### config.mk
export PLATFORM = sky130hd
export DESIGN_NAME = fpadd_arbiter_flat
export DESIGN_NICKNAME = d
export VERILOG_FILES = /design/src/rtl/fpadd_arbiter_pkg.sv /design/src/rtl/fpadd_arbiter_if.sv /design/src/rtl/fpadd_arbiter_rr_pick.sv /design/src/rtl/fpadd_arbiter.sv /design/src/flat_wrapper.sv
export SDC_FILE = /design/constraint.sdc
export NUM_CORES = 1
export LEC_CHECK = 0
export CORE_AREA = 5 5 152 154
export CTS_CLUSTER_DIAMETER = 120
export DETAILED_ROUTE_END_ITERATION = 6
export DIE_AREA = 0 0 157 159
export GPL_TIMING_DRIVEN = 0
export PLACE_DENSITY = 0.68
export SLEW_MARGIN = 10
export SYNTH_ARGS = -nofsm -noshare
export SYNTH_HDL_FRONTEND = slang
export SYNTH_HIERARCHICAL = 1
export SYNTH_SLANG_ARGS = --single-unit
### constraint.sdc
create_clock -name clk -period 7.96 [get_ports clk]
set_input_delay 2.388 -clock clk [delete_from_list [all_inputs] [get_ports clk]]
set_output_delay 2.388 -clock clk [all_outputs]
set_load 0.01 [all_outputs]
### src/rtl/fpadd_arbiter_pkg.sv
// rtl/fpadd_arbiter_pkg.sv - shared constants and state type for the fpadd arbiter
// Contents: state encodings, FSM state type, quiet-NaN pattern, default watchdog limit.
package fpadd_arb_pkg;

  localparam logic [1:0] ST_IDLE  = 2'd0;
  localparam logic [1:0] ST_START = 2'd1;
  localparam logic [1:0] ST_WAIT  = 2'd2;
  localparam logic [1:0] ST_RESP  = 2'd3;

  typedef enum logic [1:0] {
    IDLE  = ST_IDLE,
    START = ST_START,
    WAIT  = ST_WAIT,
    RESP  = ST_RESP
  } state_t;

  localparam logic [31:0] FP_QNAN = 32'h7FC0_0000;

  localparam int DEFAULT_TIMEOUT = 15;

endpackage

### src/rtl/fpadd_arbiter_if.sv
// rtl/fpadd_arbiter_if.sv - bus between the arbiter and the shared fpadd unit
// Signals: fu_start (start/clear), fu_a/fu_b (operands), fu_result, fu_done (sticky).
// master = arbiter side, slave = fpadd side.
interface fpadd_arbiter_if;

  logic        fu_start;
  logic [31:0] fu_a;
  logic [31:0] fu_b;
  logic [31:0] fu_result;
  logic        fu_done;

  modport master (
    output fu_start,
    output fu_a,
    output fu_b,
    input  fu_result,
    input  fu_done
  );

  modport slave (
    input  fu_start,
    input  fu_a,
    input  fu_b,
    output fu_result,
    output fu_done
  );

endinterface

### src/rtl/fpadd_arbiter_rr_pick.sv
// rtl/fpadd_arbiter_rr_pick.sv - combinational round-robin picker
// Ports: req (request vector), rr_ptr (highest-priority index),
//        gnt_valid (any request), gnt_id (first set bit at or above rr_ptr, wrapping).
module rr_pick #(
  parameter int NUM_REQ = 4,
  parameter int IDX_W   = 2
) (
  input  logic [NUM_REQ-1:0] req,
  input  logic [IDX_W-1:0]   rr_ptr,
  output logic               gnt_valid,
  output logic [IDX_W-1:0]   gnt_id
);

  logic [NUM_REQ-1:0] rot;
  logic [IDX_W-1:0]   off;
  logic [IDX_W:0]     sum;

  always_comb begin
    // Rotating the doubled vector puts rr_ptr at bit 0, so the lowest set
    // bit of rot is the offset of the winner from rr_ptr.
    rot       = NUM_REQ'({req, req} >> rr_ptr);
    gnt_valid = 1'b0;
    off       = '0;
    for (int k = NUM_REQ - 1; k >= 0; k--) begin
      if (rot[k]) begin
        gnt_valid = 1'b1;
        off       = IDX_W'(k);
      end
    end
    sum = {1'b0, rr_ptr} + {1'b0, off};
    if (sum >= (IDX_W + 1)'(NUM_REQ)) begin
      sum = sum - (IDX_W + 1)'(NUM_REQ);
    end
    gnt_id = sum[IDX_W-1:0];
  end

endmodule

### src/rtl/fpadd_arbiter.sv
// rtl/fpadd_arbiter.sv - round-robin sharing of one fpadd unit between NUM_REQ requesters
// Ports: clk, reset (sync, active-high); req/req_a/req_b (requester side, 32-bit slices);
//        ack (one-hot pulse); resp_valid/resp_id/resp_data/resp_err (result pulse);
//        busy; fu (master side of the fpadd bus).
module fpadd_arbiter
  import fpadd_arb_pkg::*;
#(
  parameter int NUM_REQ = 4,
  parameter int IDX_W   = 2,
  parameter int TIMEOUT = DEFAULT_TIMEOUT
) (
  input  logic                  clk,
  input  logic                  reset,
  input  logic [NUM_REQ-1:0]    req,
  input  logic [NUM_REQ*32-1:0] req_a,
  input  logic [NUM_REQ*32-1:0] req_b,
  output logic [NUM_REQ-1:0]    ack,
  output logic                  resp_valid,
  output logic [IDX_W-1:0]      resp_id,
  output logic [31:0]           resp_data,
  output logic                  resp_err,
  output logic                  busy,
  fpadd_arbiter_if.master       fu
);

  state_t           state;
  state_t           state_nxt;
  logic [IDX_W-1:0] rr_ptr;
  logic [IDX_W-1:0] gnt_id;
  logic [31:0]      a_q;
  logic [31:0]      b_q;
  logic [7:0]       wd_cnt;
  logic             pick_valid;
  logic [IDX_W-1:0] pick_id;
  logic             wd_expired;

  rr_pick #(
    .NUM_REQ (NUM_REQ),
    .IDX_W   (IDX_W)
  ) u_pick (
    .req       (req),
    .rr_ptr    (rr_ptr),
    .gnt_valid (pick_valid),
    .gnt_id    (pick_id)
  );

  assign wd_expired = (wd_cnt == 8'(TIMEOUT - 1));

  always_comb begin
    state_nxt = state;
    case (state)
      IDLE:  if (pick_valid) state_nxt = START;
      START: state_nxt = WAIT;
      // A done seen on the expiry cycle still takes the normal path.
      WAIT:  if (fu.fu_done || wd_expired) state_nxt = RESP;
      RESP:  state_nxt = IDLE;
      default: state_nxt = IDLE;
    endcase
  end

  // Holding fu_start during reset keeps the unit cleared.
  assign fu.fu_start = reset | (state == START);
  assign fu.fu_a     = a_q;
  assign fu.fu_b     = b_q;
  assign ack         = (state == START) ? (NUM_REQ'(1) << gnt_id) : '0;
  assign resp_valid  = (state == RESP);
  assign resp_id     = (state == RESP) ? gnt_id : '0;
  assign busy        = (state != IDLE);

  always_ff @(posedge clk) begin
    if (reset) begin
      state     <= IDLE;
      rr_ptr    <= '0;
      gnt_id    <= '0;
      a_q       <= '0;
      b_q       <= '0;
      wd_cnt    <= '0;
      resp_data <= '0;
      resp_err  <= 1'b0;
    end else begin
      state <= state_nxt;
      case (state)
        IDLE: begin
          if (pick_valid) begin
            a_q    <= req_a[32*pick_id +: 32];
            b_q    <= req_b[32*pick_id +: 32];
            gnt_id <= pick_id;
            rr_ptr <= (pick_id == IDX_W'(NUM_REQ - 1)) ? '0 : pick_id + 1'b1;
          end
        end
        START: wd_cnt <= '0;
        WAIT: begin
          if (fu.fu_done) begin
            resp_data <= fu.fu_result;
            resp_err  <= 1'b0;
          end else if (wd_expired) begin
            resp_data <= FP_QNAN;
            resp_err  <= 1'b1;
          end else begin
            wd_cnt <= wd_cnt + 8'd1;
          end
        end
        default: ;
      endcase
    end
  end

endmodule

### src/flat_wrapper.sv
// flat-port wrapper written by rule: the top's interface ports become plain ports
module fpadd_arbiter_flat import fpadd_arb_pkg::*;
#(
  parameter int NUM_REQ = 4,
  parameter int IDX_W   = 2,
  parameter int TIMEOUT = DEFAULT_TIMEOUT
)
  (clk, reset, req, req_a, req_b, ack, resp_valid, resp_id, resp_data, resp_err, busy, fu_fu_start, fu_fu_a, fu_fu_b, fu_fu_result, fu_fu_done);
  fpadd_arbiter_if fu_i ();
  input  logic clk;
  input  logic reset;
  input  logic [NUM_REQ-1:0] req;
  input  logic [NUM_REQ*32-1:0] req_a;
  input  logic [NUM_REQ*32-1:0] req_b;
  output logic [NUM_REQ-1:0] ack;
  output logic resp_valid;
  output logic [IDX_W-1:0] resp_id;
  output logic [31:0] resp_data;
  output logic resp_err;
  output logic busy;
  output wire logic [$bits(fu_i.fu_start)-1:0] fu_fu_start;
  output wire logic [$bits(fu_i.fu_a)-1:0] fu_fu_a;
  output wire logic [$bits(fu_i.fu_b)-1:0] fu_fu_b;
  input wire logic [$bits(fu_i.fu_result)-1:0] fu_fu_result;
  input wire logic [$bits(fu_i.fu_done)-1:0] fu_fu_done;
  assign fu_fu_start = fu_i.fu_start;
  assign fu_fu_a = fu_i.fu_a;
  assign fu_fu_b = fu_i.fu_b;
  assign fu_i.fu_result = fu_fu_result;
  assign fu_i.fu_done = fu_fu_done;
  fpadd_arbiter #(.NUM_REQ(NUM_REQ), .IDX_W(IDX_W), .TIMEOUT(TIMEOUT)) u_core (.clk(clk), .reset(reset), .req(req), .req_a(req_a), .req_b(req_b), .ack(ack), .resp_valid(resp_valid), .resp_id(resp_id), .resp_data(resp_data), .resp_err(resp_err), .busy(busy), .fu(fu_i));
endmodule
==> metrics.txt <==
run status=completed; CTS tree=done; gr usage total=between 10% and 20%; post-synthesis average cell area=just over 10 um2; total of max-cap violations=0; final net count=1288; Syn. warnings=6; Synth async-reset ratio=0%; DRC=0; dpl hpwl=roughly 21 mm; Routability Congestion=about 0.84; Critical Path RT=around 5.6 ns; clock power share=a little over an eighth; pre-CTS setup slack=roughly 1.7 ns; LEAKAGE=between 3 and 4 nW; Min-Delay Path Class=reg2reg; first-pass GRT wire length=between 30 and 40 mm; post-synthesis register bit count=~110; post-route clock skew=around 0.0063 ns; setup TNS=0 ns; final WL=roughly 25 mm; area grow syn2layout=79.7%; Port Buffers=399; Max Slew Vio Count=0; Flop pwr share=about a quarter; CTS Sinks=approximately 110; share of post-route cells with drive strength above 1=between 10% and 20%; pwr dens=314 nW/um2; crit path time final=6.21 ns; CP Max Fanout=10; WP data arrival=between 3 and 4 ns; Seq/Total Area, Yosys=38.3%; number of synthesized flops with an enable pin=0; Horiz. Die Dim=157 um; Cell Rows=54; post_cts resized=0; final setup margin=1.75 ns; Worst-Skew Late Latency=between 0.3 and 0.4 ns; Fin. Hold Viols=0; Max-Slew Margin vs Limit=between 50 and 60%; vias in the first global route=between 6000 and 7000; Setup CP Type=in2out; H-tree Lvls=3; Post-Route Utilization=between 40% and 50%; footprint of the multi-input gates=between 3000 and 4000 um2; Setup violations, final=0; Die Y=159 um; Yosys cell types=53; Critical Path Start Type=input port; die area=~25000 um2; Comb power frac=between 60% and 70%; WL per Instance=just under 20 um; FMAX=roughly 160 MHz; Worst setup EP type=output port; unrepaired setup endpoints after global routing=false; CTS root buf=clkbuf_16; cell taking the most area after synthesis=dfxtp_1; Storage cell area=around 2200 um2; # fillers=between 2000 and 2500; vias=roughly 6000; clock-pin transition on the worst setup and hold timing paths=approximately 0.07 ns; postcts setup bufs=0; num ports=about 400; top-area cell type share of the netlist area=roughly two fifths; Detail Route Antenna Nets=0; Mapped Nets=around 880; Top FF cell, synth=dfxtp_1; commonest non-fill, non-tap cell in the layout=clkdlybuf4s50_1; synthesized cell area=just under 6000 um2; Worst-Margin Slew=0.695 ns; Synth area leaders=dfxtp_1, mux4_2, nand2_1; via/cell ratio=approximately 4.8; TritonCTS Buffers=9; largest net degree at the start of global routing=21; worst vdd ir=roughly 0.15 mV; DRT Pass-1 Iters=4; P_int=approximately 2.0 mW; initial detailed-routing violation count=roughly 330; core area=around 22000 um2; grt total ovfl=0; final period utilization=slightly below 80%; initial antenna violation count=0; clk buf depth=2; sw power=~1.3 mW; Post-CTS Hold Buffers=0; Initial Util=27.0%; Post-Synthesis Cells=574; commonest cells after routing, fill and taps aside=clkdlybuf4s50_1, nand2_1, dfxtp_1; Sw Ratio=between 30 and 40%; # diodes=0
## worst max-delay path, cell delays in order
cell and delay (ns):
clkbuf_8 0.14, clkbuf_1 0.49, or2_2 0.24, clkdlybuf4s50_1 0.55
## layout make-up
cell class,instances,share of cell area [%]
plain buffers,47,2.52
clock buffers,9,2.16
clock inverters,7,0.599
inverters,6,0.216
multi-input cells,410,31.6
flip-flops and latches,111,21.3
well taps,280,3.36
repair buffers,399,38.3
## power groups by stage
stage	sequential, mW	combinational (mW)	clock (mW)
floorplan	0.953	1.03	0
global placement	0.868	2.00	0
detailed placement	0.877	2.00	0
CTS	0.867	2.01	0.467
global route	0.893	2.13	0.488
finish	0.866	1.97	0.446
## cell families (layout without fill, tap and decap cells)
family / count (synthesis) / in the layout / synth area share, %
AOI/OAI and AO/OA: 124 / 124 / 13.4
and+or+nand+nor: 207 / 207 / 15.6
DFF: 111 / 111 / 38.3
buffers and inverters: 53 / 468 / 4.91
xor gates and xnor gates: 3 / 3 / 0.452
muxes: 67 / 67 / 25.5
adders and majority gates: 9 / 9 / 1.94
## per-layer routing
metal  global-route usage [%]  up-vias  wire length (um)  share of wire [%]
li1                         -     2915                 -                  -
met1                     23.3     2919              9910                 40
met2                     33.4      263             12600                 50
met3                     5.30       24              2110                8.4
met4                     4.18        0               370                1.5
met5                        0        -                 0                  0
## cells in the mapped netlist (2+ instances only)
master	count
a22o_2	3
nand2_1	141
inv_1	6
dfxtp_1	111
nand3_1	7
o211ai_1	2
nand2b_1	6
a21oi_1	85
xnor2_1	2
a22o_1	20
mux4_2	64
buf_6	5
mux2_2	2
clkbuf_8	2
nor3_1	11
and2_1	3
a31oi_1	2
and2b_1	2
buf_4	5
clkbuf_1	20
nand4_1	3
ha_1	9
nor2_1	17
buf_1	7
and3_1	3
nor2b_1	2
buf_2	8
## path summary, 6_finish.rpt
kind | start | slack [ns] | to | depth (start not counted)
worst min register to register | u_core/fu.fu_a[18] | 0.45 | u_core/fu.fu_a[18] | 2
worst max-delay path | reset | 1.75 | fu_fu_start | 4
worst max register to register | u_core/rr_ptr[1] | 4.69 | u_core/fu.fu_a[11] | 12
worst min-delay path | u_core/fu.fu_a[18] | 0.45 | u_core/fu.fu_a[18] | 2
## flip-flops by register name (all words and copies together), names as in the netlist
name and count:
u_core/fu.fu_b 32, u_core/gnt_id 2, u_core/state 2, u_core/fu.fu_a 32
u_core/resp_data 32, u_core/wd_cnt 8, u_core/rr_ptr 2, u_core/resp_err 1
## stage by stage
stage | hold WS (ns) | power [mW] | std cells | cell area (um2)
after floorplan | 0.468 | 1.98 | 574 | 5810
after global placement | 0.440 | 2.87 | 1253 | 10200
after detailed placement | 0.446 | 2.88 | 1253 | 10200
after CTS | 0.456 | 3.34 | 1269 | 10400
after global routing | 0.466 | 3.51 | 1269 | 10400
final | 0.454 | 3.28 | 1269 | 10400
Note: power is estimated with default switching activity, not from simulation.
